==> config.mk <==
export PLATFORM = sky130hd
export DESIGN_NAME = reset_sequencer_flat
export DESIGN_NICKNAME = d
export VERILOG_FILES = /design/src/rtl/reset_sequencer_pkg.sv /design/src/rtl/reset_sequencer_if.sv /design/src/rtl/reset_delay_counter.sv /design/src/rtl/reset_sequencer.sv /design/src/flat_wrapper.sv
export SDC_FILE = /design/constraint.sdc
export NUM_CORES = 1
export LEC_CHECK = 0
export BUFFER_PORTS_ARGS = -buffer_cell sky130_fd_sc_hd__buf_4
export CORE_AREA = 3 3 40 42
export DETAILED_ROUTE_END_ITERATION = 10
export DIE_AREA = 0 0 43 45
export GPL_TIMING_DRIVEN = 0
export MAX_ROUTING_LAYER = met4
export PLACE_DENSITY_LB_ADDON = 0.1
export SLEW_MARGIN = 25
export SYNTH_ARGS = -nofsm -noshare
export SYNTH_HDL_FRONTEND = slang
export SYNTH_HIERARCHICAL = 1
export SYNTH_SLANG_ARGS = --single-unit
==> constraint.sdc <==
create_clock -name clk -period 2.35 [get_ports clk]
set_input_delay 0.235 -clock clk [delete_from_list [all_inputs] [get_ports clk]]
set_output_delay 0.235 -clock clk [all_outputs]
set_load 0.005 [all_outputs]
==> src/rtl/reset_sequencer_pkg.sv <==
// Shared types for the reset sequencer: FSM state encoding, reset-cause codes, width helper.
// Pure declarations; no logic, no latency, no flow control.
package reset_seq_pkg;

   typedef enum logic [2:0] {
      HOLD        = 3'd0,
      WAIT_LOCK   = 3'd1,
      PERIPH_WAIT = 3'd2,
      CPU_WAIT    = 3'd3,
      RUN         = 3'd4,
      SW_PULSE    = 3'd5
   } seq_state_t;

   typedef logic [1:0] cause_t;

   localparam cause_t CAUSE_POR  = 2'd0;
   localparam cause_t CAUSE_SW   = 2'd1;
   localparam cause_t CAUSE_WDT  = 2'd2;
   localparam cause_t CAUSE_LOCK = 2'd3;

   function automatic int max_of(input int a, input int b);
      return (a > b) ? a : b;
   endfunction

endpackage

==> src/rtl/reset_sequencer_if.sv <==
// Control/status bundle between the reset sequencer (master) and the SoC reset fabric (slave).
// Plain wires; no latency, no backpressure.
interface reset_sequencer_if;

   logic       pll_locked;
   logic       sw_reset_req;
   logic       wdt_kick;
   logic       periph_resetn;
   logic       cpu_resetn;
   logic       seq_done;
   logic [1:0] rst_cause;

   modport master (
      input  pll_locked, sw_reset_req, wdt_kick,
      output periph_resetn, cpu_resetn, seq_done, rst_cause
   );

   modport slave (
      output pll_locked, sw_reset_req, wdt_kick,
      input  periph_resetn, cpu_resetn, seq_done, rst_cause
   );

endinterface

==> src/rtl/reset_delay_counter.sv <==
// Saturating up-counter with synchronous clear and a terminal-count flag against a loaded limit.
// Count updates one edge after inc/clr; tc is combinational from the count register; no backpressure.
module reset_delay_counter #(
   parameter int W = 4
) (
   input  logic         clk,
   input  logic         reset_in,
   input  logic         clr,
   input  logic         inc,
   input  logic [W-1:0] term,
   output logic         tc
);

   logic [W-1:0] count_q;

   always_ff @(posedge clk) begin
      if (reset_in) begin
         count_q <= '0;
      end else if (clr) begin
         count_q <= '0;
      end else if (inc && (count_q != {W{1'b1}})) begin
         count_q <= count_q + 1'b1;
      end
   end

   assign tc = (count_q == term);

endmodule

==> src/rtl/reset_sequencer.sv <==
// Staged reset release (peripherals, then CPU) with SW / lock-loss / optional watchdog restart (RESET_SEQ_WATCHDOG_EN).
// All outputs registered from next state (1-edge latency, no input-to-output path); no backpressure.
module reset_sequencer
   import reset_seq_pkg::*;
#(
   parameter int LOCK_FILTER  = 4,
   parameter int PERIPH_DELAY = 8,
   parameter int CPU_DELAY    = 16,
   parameter int SW_PULSE_LEN = 4,
   parameter int WDT_CYCLES   = 1024
) (
   input  logic              clk,
   input  logic              reset_in,
   reset_sequencer_if.master bus
);

   localparam int SEQ_MAX = max_of(max_of(LOCK_FILTER, PERIPH_DELAY), max_of(CPU_DELAY, SW_PULSE_LEN));
   localparam int SEQ_W   = $clog2(SEQ_MAX + 1);

   seq_state_t       state_q, state_d;
   cause_t           cause_q, cause_d;
   logic             periph_q, periph_d;
   logic             run_q, run_d;
   logic [SEQ_W-1:0] seq_term;
   logic             seq_clr;
   logic             seq_tc;
   logic             wdt_expire;

   // One shared delay counter; its limit follows whichever state is waiting.
   always_comb begin
      seq_term = '0;
      case (state_q)
         WAIT_LOCK:   seq_term = SEQ_W'(LOCK_FILTER - 1);
         PERIPH_WAIT: seq_term = SEQ_W'(PERIPH_DELAY - 1);
         CPU_WAIT:    seq_term = SEQ_W'(CPU_DELAY - 1);
         SW_PULSE:    seq_term = SEQ_W'(SW_PULSE_LEN - 1);
         default:     seq_term = '0;
      endcase
   end

   assign seq_clr = (state_d != state_q) || ((state_q == WAIT_LOCK) && !bus.pll_locked);

   reset_delay_counter #(.W(SEQ_W)) u_seq_cnt (
      .clk      (clk),
      .reset_in (reset_in),
      .clr      (seq_clr),
      .inc      (1'b1),
      .term     (seq_term),
      .tc       (seq_tc)
   );

`ifdef RESET_SEQ_WATCHDOG_EN
   localparam int WDT_W = $clog2(WDT_CYCLES + 1);
   logic wdt_tc;

   reset_delay_counter #(.W(WDT_W)) u_wdt_cnt (
      .clk      (clk),
      .reset_in (reset_in),
      .clr      ((state_q != RUN) || bus.wdt_kick),
      .inc      (state_q == RUN),
      .term     (WDT_W'(WDT_CYCLES - 1)),
      .tc       (wdt_tc)
   );

   // A kick landing on the terminal cycle rescues the system.
   assign wdt_expire = (state_q == RUN) && wdt_tc && !bus.wdt_kick;
`else
   logic wdt_unused;
   assign wdt_unused = bus.wdt_kick ^ (WDT_CYCLES > 0);
   assign wdt_expire = 1'b0;
`endif

   always_ff @(posedge clk) begin
      if (reset_in) begin
         state_q  <= HOLD;
         cause_q  <= CAUSE_POR;
         periph_q <= 1'b0;
         run_q    <= 1'b0;
      end else begin
         state_q  <= state_d;
         cause_q  <= cause_d;
         periph_q <= periph_d;
         run_q    <= run_d;
      end
   end

   always_comb begin
      state_d = state_q;
      cause_d = cause_q;
      case (state_q)
         HOLD: state_d = WAIT_LOCK;
         WAIT_LOCK: begin
            if (bus.pll_locked && seq_tc) state_d = PERIPH_WAIT;
         end
         PERIPH_WAIT: begin
            if (!bus.pll_locked) state_d = WAIT_LOCK;
            else if (seq_tc)     state_d = CPU_WAIT;
         end
         CPU_WAIT: begin
            if (!bus.pll_locked) state_d = WAIT_LOCK;
            else if (seq_tc)     state_d = RUN;
         end
         RUN: begin
            if (!bus.pll_locked) begin
               state_d = WAIT_LOCK;
               cause_d = CAUSE_LOCK;
            end else if (wdt_expire) begin
               state_d = SW_PULSE;
               cause_d = CAUSE_WDT;
            end else if (bus.sw_reset_req) begin
               state_d = SW_PULSE;
               cause_d = CAUSE_SW;
            end
         end
         SW_PULSE: begin
            if (!bus.pll_locked) state_d = WAIT_LOCK;
            else if (seq_tc)     state_d = PERIPH_WAIT;
         end
         default: state_d = HOLD;
      endcase
   end

   always_comb begin
      periph_d = (state_d == CPU_WAIT) || (state_d == RUN);
      run_d    = (state_d == RUN);
   end

   assign bus.periph_resetn = periph_q;
   assign bus.cpu_resetn    = run_q;
   assign bus.seq_done      = run_q;
   assign bus.rst_cause     = cause_q;

endmodule

==> src/flat_wrapper.sv <==
// flat-port wrapper written by rule: the top's interface ports become plain ports
module reset_sequencer_flat import reset_seq_pkg::*;
#(
   parameter int LOCK_FILTER  = 4,
   parameter int PERIPH_DELAY = 8,
   parameter int CPU_DELAY    = 16,
   parameter int SW_PULSE_LEN = 4,
   parameter int WDT_CYCLES   = 1024
)
  (clk, reset_in, bus_pll_locked, bus_sw_reset_req, bus_wdt_kick, bus_periph_resetn, bus_cpu_resetn, bus_seq_done, bus_rst_cause);
  reset_sequencer_if bus_i ();
  input  logic clk;
  input  logic reset_in;
  input wire logic [$bits(bus_i.pll_locked)-1:0] bus_pll_locked;
  input wire logic [$bits(bus_i.sw_reset_req)-1:0] bus_sw_reset_req;
  input wire logic [$bits(bus_i.wdt_kick)-1:0] bus_wdt_kick;
  output wire logic [$bits(bus_i.periph_resetn)-1:0] bus_periph_resetn;
  output wire logic [$bits(bus_i.cpu_resetn)-1:0] bus_cpu_resetn;
  output wire logic [$bits(bus_i.seq_done)-1:0] bus_seq_done;
  output wire logic [$bits(bus_i.rst_cause)-1:0] bus_rst_cause;
  assign bus_i.pll_locked = bus_pll_locked;
  assign bus_i.sw_reset_req = bus_sw_reset_req;
  assign bus_i.wdt_kick = bus_wdt_kick;
  assign bus_periph_resetn = bus_i.periph_resetn;
  assign bus_cpu_resetn = bus_i.cpu_resetn;
  assign bus_seq_done = bus_i.seq_done;
  assign bus_rst_cause = bus_i.rst_cause;
  reset_sequencer #(.LOCK_FILTER(LOCK_FILTER), .PERIPH_DELAY(PERIPH_DELAY), .CPU_DELAY(CPU_DELAY), .SW_PULSE_LEN(SW_PULSE_LEN), .WDT_CYCLES(WDT_CYCLES)) u_core (.clk(clk), .reset_in(reset_in), .bus(bus_i));
endmodule
Yosys cells after proc, flatten, opt, wreduce, memory -nomap -nowiden

Cells that the tools add are included.

Add/subtract/negate cells: 1
Multiply operators: 0
Divide/modulo/power cells: 0
$lt $le $gt $ge: 0
Eq/ne operators: 11
Shift-type cells: 0
Muxes and demuxes: 13
Bitwise operators: 0
Reductions and logical operators: 9

Operators by type and width:

| operator                                                         | number |
|---|---|
| 3-bit 2-to-1 mux                                                 | 9 |
| 3-bit one-hot mux with 6 select lines                            | 1 |
| 4-bit one-hot mux with 3 select lines                            | 1 |
| 3-bit by 2-bit == test with 1-bit output (second input constant) | 3 |
| 3-bit == test (second input constant)                            | 3 |
| 5-bit by 1-bit adder with 5-bit output (second input constant)   | 1 |
| 5-bit == test                                                    | 1 |
| 5-bit != test (second input constant)                            | 1 |
| 2-bit 2-to-1 mux                                                 | 2 |
| 2-bit OR reduction                                               | 2 |
| 3-bit by 1-bit == test with 1-bit output (second input constant) | 1 |
| 3-bit logical NOT                                                | 1 |
| 3-bit != test                                                    | 1 |
| 1-bit logical AND                                                | 2 |
| 1-bit logical OR                                                 | 2 |
| 2-bit by 1-bit != test with 1-bit output (second input constant) | 1 |
| 2-bit AND reduction                                              | 1 |
| 1-bit logical NOT                                                | 1 |

Register bits after elaboration: 12
Latch bits: 0
Bits in writable memories: 0
Bits in read-only memories: 0
Output and inout port bits: 5
Logic and storage cells: 39
Memories kept: 0

Depth between registers and ports, before layout

Gate-level depths: netlist of run 1.

Depth in word-level cells: 10
Depth in mapped cells: 10

Hierarchy

Netlist of run 1, hierarchy kept.

Modules (own cells, without submodules):

| module              | times used | cells each | area each (µm²) | seq. area each (µm²) |
|---|---|---|---|---|
| reset_sequencer     | 1          | 42         | 372.9           | 140.1 |
| reset_delay_counter | 1          | 33         | 292.8           | 100.1 |

Least setup slack after synthesis of run 1

Ideal clock, no wire load.

Kind: reg2reg
Start: register u_core.state_q[2]
End: register u_core.run_q (netlist: u_core/bus.cpu_resetn)
Arrival time: 1.912 ns
Data required time: 2.247 ns
Setup slack: 0.334 ns
Cell stages (with the launch flop): 10
Cells stage by stage: dfxtp_1 nand2b_2 clkinv_2 and2_2 xnor2_1 nand3_1 nor3_1 nand2_1 mux2i_1 a2111oi_2

Word-level cells in the longest chain between the ends: 8

RTL lines:

| element                                                                          | line                      | source |
|---|---|---|
| start, declared                                                                  | reset_sequencer.sv:20     | `seq_state_t state_q, state_d;` |
| start signal, assigned                                                           | reset_sequencer.sv:80     | `state_q <= state_d;` |
| 3-bit == test / 3-bit by 1-bit == test with 1-bit output (equally long branches) | reset_sequencer.sv:32     | `case (state_q)` |
| 2-bit OR reduction (no source line)                                              | n/a                       |  |
| 4-bit one-hot mux with 3 select lines (*)                                        | reset_sequencer.sv:32     |  |
| via u_core.seq_term[2]                                                           | reset_sequencer.sv:24     | `logic [SEQ_W-1:0] seq_term;` |
| 5-bit == test (*)                                                                | reset_delay_counter.sv:26 | `assign tc = (count_q == term);` |
| via u_core.seq_tc                                                                | reset_sequencer.sv:26     | `logic seq_tc;` |
| 3-bit 2-to-1 mux (tied with other cells)                                         | reset_sequencer.sv:117    | `else if (seq_tc) state_d = PERIPH_WAIT;` |
| 3-bit 2-to-1 mux, on equally long branches                                       | n/a                       |  |
| 3-bit one-hot mux with 6 select lines (*)                                        | reset_sequencer.sv:90     | `case (state_q)` |
| 3-bit == test (*)                                                                | reset_sequencer.sv:125    | `run_d = (state_d == RUN);` |
| end signal, assigned                                                             | reset_sequencer.sv:83     | `run_q <= run_d;` |
| end, declared                                                                    | reset_sequencer.sv:23     | `logic run_q, run_d;` |

Mark *: on every way through the listed nets, which the timed path passes. The rest lies on a longest branch.
A chain may end at the register's enable or synchronous reset.

Final worst setup path of run 1

Ends and elaborated chain as after synthesis.

==> results.yml, run 1 <==
synth:
  synth_seq_cells: 12
  synthTopCellsByArea: "dfxtp_1, nor3b_2, xnor2_1, a21oi_1, nand2_1"
  yosysWarnings: 6
  synth_ff_type: "dfxtp_1"
  yosysTopAreaCell: "dfxtp_1"
  ys_seq_area_frac: 0.361
  ys_types: 32
  synth_common_cells: "dfxtp_1, nand2_1, a21oi_1, nor2_1, xnor2_1"
  syn_inst: 75
  synth_top_cell_area_share: 0.361
  yosysMostFrequentCell: "dfxtp_1"
  synth_edf_count: 0
  synthArstFlopShare: 0
  netlist_area_um2: 666
  post_synth.cell_area_avg_um2: 8.88
grt:
  grt_pass1_wl_mm: 1.95
  grt_usage: 0.140
  grt_max_degree: 8
  overflow: 0
  grt_pass1_vias: 469
  antenna_found_initial: 0
final_layout:
  nets: 97
  drive_gt1_frac: 0.281
  n_antenna_cell: 0
  ff_latch_area_um2: 240
  nFillCells: 127
  utilization: 0.622
  stdcell_count: 104
  area_delta_synth_final_pct: 20.1
  multi_input_area_um2: 420
floorplanning:
  ios: 10
  die_h_um: 45
  core_area_um2: 1280
  fp.dieArea_um2: 1940
  num_rows: 13
  die_w_um: 43
  start_util: 0.518
placement:
  routabilityCongestion: 0.731
  io_buffers: 8
  dpl.cell_count: 100
  hpwl_um: 902
power:
  power_density_nw_per_um2: 512
  power.total_uw: 409
  intPower_uw: 317
  net-switching-power_uw: 92.2
  vdd_drop_max_uv: 315
  seqPwrFrac: 0.511
  p_leak_nw: 0.353
  combPwrFrac: 0.094
  clock_power_share: 0.394
  swShare: 0.225
worst_setup_path:
  path_cells: "nand2b_2 > clkinv_2 > and2_2 > xnor2_1 > nand3_1 > nor3_4 > nand2_1 > mux2i_1 > a2111oi_2"
  critical_path_class: "register to register"
  crit_fanout: 5
  crit_path_end_kind: "register"
  startpoint_type: "register"
  worst-path-buf-inv: 1
  worstPathArrival_ns: 2.32
  cp.required_ns: 2.52
  critical-path-max-stage-delay_ns: 0.37
  critPathTopFamily: "simple AND/OR/NAND/NOR gates"
  cp_slowest_cell: "dfxtp_1"
clocking:
  htree_levels: 1
  numCtsBuffers: 3
  post_cts_resized: 1
  cts_setup_buffers: 0
  ctsHoldBuffers: 0
  root_buffer: "clkbuf_4"
  cts.clk_slew.worst_paths_ns: 0.07
  tritoncts: "built"
  clock_path_buffers: 2
  insertion_delay_ns: 0.27
  clock-sinks: 12
timing:
  hold_slack_ns: 0.157
  setup_violations: 0
  finalHoldViolCount: 0
  slew_violations: 0
  fin_crit_sh: 0.915
  finalSetupTns_ns: 0
  clock-skew-final_ns: 0.00309
  grt_setup_unrepaired: "no"
  period_minus_slack_ns: 2.15
  max_freq_ghz: 0.465
run:
  drv_cap: 0
route:
  wl_met2_um: 472
  drc: 0
  wl_per_cell_um: 10.8
  vias: 506
  drt_wl_total_mm: 1.12
  highest-signal-layer: "met3"
  avgViaCountPerCell: 4.87
  ant_nets: 0
  dr_wl_met3_um: 63
  drtIter0Drc: 14
  met1_length_um: 584
  drt_pass1_iterations: 2
run_status:
  status: "finished clean"
min_path:
  hp-class: "primary input to register"
power by group through the flow:
| stage | clock [mW] | sequential [mW] | combinational [mW] |
|---|---|---|---|
| after floorplan | 0 | 0.213 | 0.0254 |
| after global placement | 0 | 0.214 | 0.0352 |
| after detailed placement | 0 | 0.214 | 0.0357 |
| after CTS | 0.170 | 0.209 | 0.0369 |
| after global routing | 0.183 | 0.210 | 0.0433 |
| final | 0.161 | 0.209 | 0.0386 |
final timing paths:
kind,from,end,slack [ns],depth (start not counted)
max,u_core/state_q[2],u_core/bus.cpu_resetn,0.20,9
min,reset_in,u_core/bus.rst_cause[0],0.16,2
max reg2reg,u_core/state_q[2],u_core/bus.cpu_resetn,0.20,9
min reg2reg,u_core/bus.rst_cause[0],u_core/bus.rst_cause[0],0.45,2
cell families after synthesis:
| family | after synthesis | share of synthesized area |
|---|---|---|
| other cells | 2 | 0.0113 |
| compound gates | 14 | 0.143 |
| simple gates | 31 | 0.288 |
| mux | 2 | 0.0320 |
| fa+ha+maj | 2 | 0.0376 |
| buf+inv | 5 | 0.0357 |
| xor+xnor | 7 | 0.0921 |
| flops | 12 | 0.361 |
cells in the final DEF (no fill, tap or decap):
cell type  instances
nor3_4             1
a32o_1             1
ha_1               2
clkinv_2           1
clkbuf_4           3
nand2b_2           1
and2b_2            2
buf_4              9
o21ba_1            1
inv_1              3
o21ai_1            2
mux2_1             1
nor3b_2            3
mux2i_1            1
xor2_1             3
nand3b_1           1
xnor2_1            4
dfxtp_1           12
nand2b_1           1
a21oi_1            6
and2_2             1
nor2b_1            1
or2_2              1
nor2_1             6
o21ai_0            2
a2111oi_2          1
or3_1              1
o211a_1            1
clkbuf_8           1
and3_1             1
nand2_1            8
nand3_1            2
nand2b_4           1
conb_1             4
cell type report:
cell class                      instances  share of cell area
Sequential cell                        12               0.300
Buffer                                  1             0.00939
Inverter                                4              0.0203
Multi-Input combinational cell         60               0.526
Timing Repair Buffer                    8              0.0751
Tap cell                               15              0.0235
Clock buffer                            4              0.0454
routing by layer:
layer	GRT usage	vias to the layer above
li1	-	280
met1	0.178	217
met2	0.198	9
met3	0.0717	0
met4	0.0361	0
met5	-	-
worst reg2reg max path, cell delays in order, from the launching register on:
cell       delay [ns]
dfxtp_1          0.37
nand2b_2         0.19
clkinv_2         0.09
and2_2           0.20
xnor2_1          0.13
nand3_1          0.13
nor3_4           0.28
nand2_1          0.14
mux2i_1          0.18
a2111oi_2        0.34
sequential cells by signal (all words and copies together), names as in the netlist:
name	flops
u_core/state_q	3
u_core/bus.cpu_resetn	1
u_core/bus.rst_cause	2
u_core/bus.periph_resetn	1
u_core/u_seq_cnt/count_q	5
through the flow:
| step | cell area (um^2) | setup WS [ns] |
|---|---|---|
| final | 800 | 0.201 |
| after floorplan | 673 | 0.334 |
| after CTS | 793 | 0.124 |
| after detailed placement | 752 | 0.00962 |
| after global routing | 800 | 0.0347 |
| after global placement | 752 | 0.0728 |
Note: power is estimated with default switching activity, not from simulation.
==> run 2, diff against run 1 <==
--- a/config.mk
+++ b/config.mk
@@ -7,6 +7,7 @@
 export LEC_CHECK = 0
 export BUFFER_PORTS_ARGS = -buffer_cell sky130_fd_sc_hd__buf_4
 export CORE_AREA = 3 3 40 42
+export CTS_BUF_LIST = sky130_fd_sc_hd__clkbuf_8 sky130_fd_sc_hd__clkbuf_16
 export DETAILED_ROUTE_END_ITERATION = 10
 export DIE_AREA = 0 0 43 45
 export GPL_TIMING_DRIVEN = 0
==> results.yml, run 2 (synthesis results as in run 1) <==
route:
  drc: 0
  vias: 499
  avgViaCountPerCell: 4.80
  drtIter0Drc: 11
  wl_per_cell_um: 10.8
  drt_pass1_iterations: 2
  drt_wl_total_mm: 1.12
  ant_nets: 0
grt:
  antenna_found_initial: 0
  grt_max_degree: 8
  grt_pass1_wl_mm: 1.97
  overflow: 0
  grt_pass1_vias: 471
  grt_usage: 0.144
floorplanning:
  core_area_um2: 1280
  die_w_um: 43
  fp.dieArea_um2: 1940
  die_h_um: 45
  start_util: 0.518
  ios: 10
  num_rows: 13
timing:
  clock-skew-final_ns: 0.00351
  max_freq_ghz: 0.469
  finalHoldViolCount: 0
  finalSetupTns_ns: 0
  slew_violations: 0
  grt_setup_unrepaired: "no"
  fin_crit_sh: 0.908
  setup_violations: 0
  period_minus_slack_ns: 2.13
worst_setup_path:
  startpoint_type: "register"
  critPathTopFamily: "simple AND/OR/NAND/NOR gates"
  path_cells: "nand2b_2 > clkinv_2 > and2_2 > xnor2_1 > nand3_1 > nor3_4 > nand2_1 > mux2i_1 > a2111oi_2"
  worst-path-buf-inv: 1
  cp.required_ns: 2.49
  crit_fanout: 5
  cp_slowest_cell: "dfxtp_1"
  worstPathArrival_ns: 2.27
  critical-path-max-stage-delay_ns: 0.36
  crit_path_end_kind: "register"
  critical_path_class: "register to register"
final_layout:
  layout_common_cells: "dfxtp_1, buf_4, nand2_1"
  final_common_cell: "dfxtp_1"
  area_delta_synth_final_pct: 22.9
  nets: 97
  nFillCells: 127
  final_area_um2: 818
  utilization: 0.637
  drive_gt1_frac: 0.281
  regMostFlops: "u_core/u_seq_cnt/count_q"
  n_antenna_cell: 0
  largest_register_ffs: 5
clocking:
  insertion_delay_ns: 0.24
  cts_setup_buffers: 0
  numCtsBuffers: 3
  tritoncts: "built"
  post_cts_resized: 1
  clock_path_buffers: 2
  htree_levels: 1
  ctsHoldBuffers: 0
  root_buffer: "clkbuf_8"
  cts.clk_slew.worst_paths_ns: 0.05
  clock-sinks: 12
placement:
  io_buffers: 8
  hpwl_um: 902
  routabilityCongestion: 0.731
  placed_area_um2: 752
run_status:
  status: "finished clean"
power:
  vdd_drop_max_uv: 551
  p_leak_nw: 0.361
  power.total_uw: 473
  power_density_nw_per_um2: 578
min_path:
  hp-class: "primary input to register"
run:
  drv_cap: 0
==> run 2: cell counts in the layout (fill, tap and decap cells not counted) <==
Identical to the previous run, type by type.
==> run 2: power by group <==
part / switching, mW / total, mW / internal (mW) / leakage [nW]
combinational: 0.0210 / 0.0386 / 0.0176 / 0.235
sequential: 0.00385 / 0.210 / 0.206 / 0.0971
clock: 0.0767 / 0.225 / 0.148 / 0.0288
==> run 2: path summary, 6_finish.rpt <==
path                        endpoint  cells past startpoint                     from  slack (ns)
max            u_core/bus.cpu_resetn                      9        u_core/state_q[2]        0.22
min          u_core/bus.rst_cause[0]                      2                 reset_in        0.19
max reg2reg    u_core/bus.cpu_resetn                      9        u_core/state_q[2]        0.22
min reg2reg  u_core/bus.rst_cause[0]                      2  u_core/bus.rst_cause[0]        0.45
==> run 2: metal layers <==
metal,vias to the layer above,global-route usage,part of all wire
met5,-,-,0
met1,211,0.180,0.52
met2,9,0.198,0.41
li1,277,-,-
met4,0,0.0542,0.020
met3,2,0.0717,0.047
==> run 2: layout make-up <==
cell class                      instances  area (um^2)  area share
Tap cell                               15         18.8      0.0229
Multi-Input combinational cell         60          420       0.514
Inverter                                4         16.3      0.0199
Sequential cell                        12          240       0.294
Timing Repair Buffer                    8         60.1      0.0734
Buffer                                  1         7.51     0.00917
Clock buffer                            4         55.1      0.0673
==> run 2: per-stage QoR <==
step / instances / hold slack (ns) / setup WS, ns
floorplan: 77 / 0.304 / 0.334
global placement: 100 / 0.434 / 0.0728
detailed placement: 100 / 0.441 / 0.00962
CTS: 104 / 0.184 / 0.144
global route: 104 / 0.195 / 0.0387
finish: 104 / 0.190 / 0.217
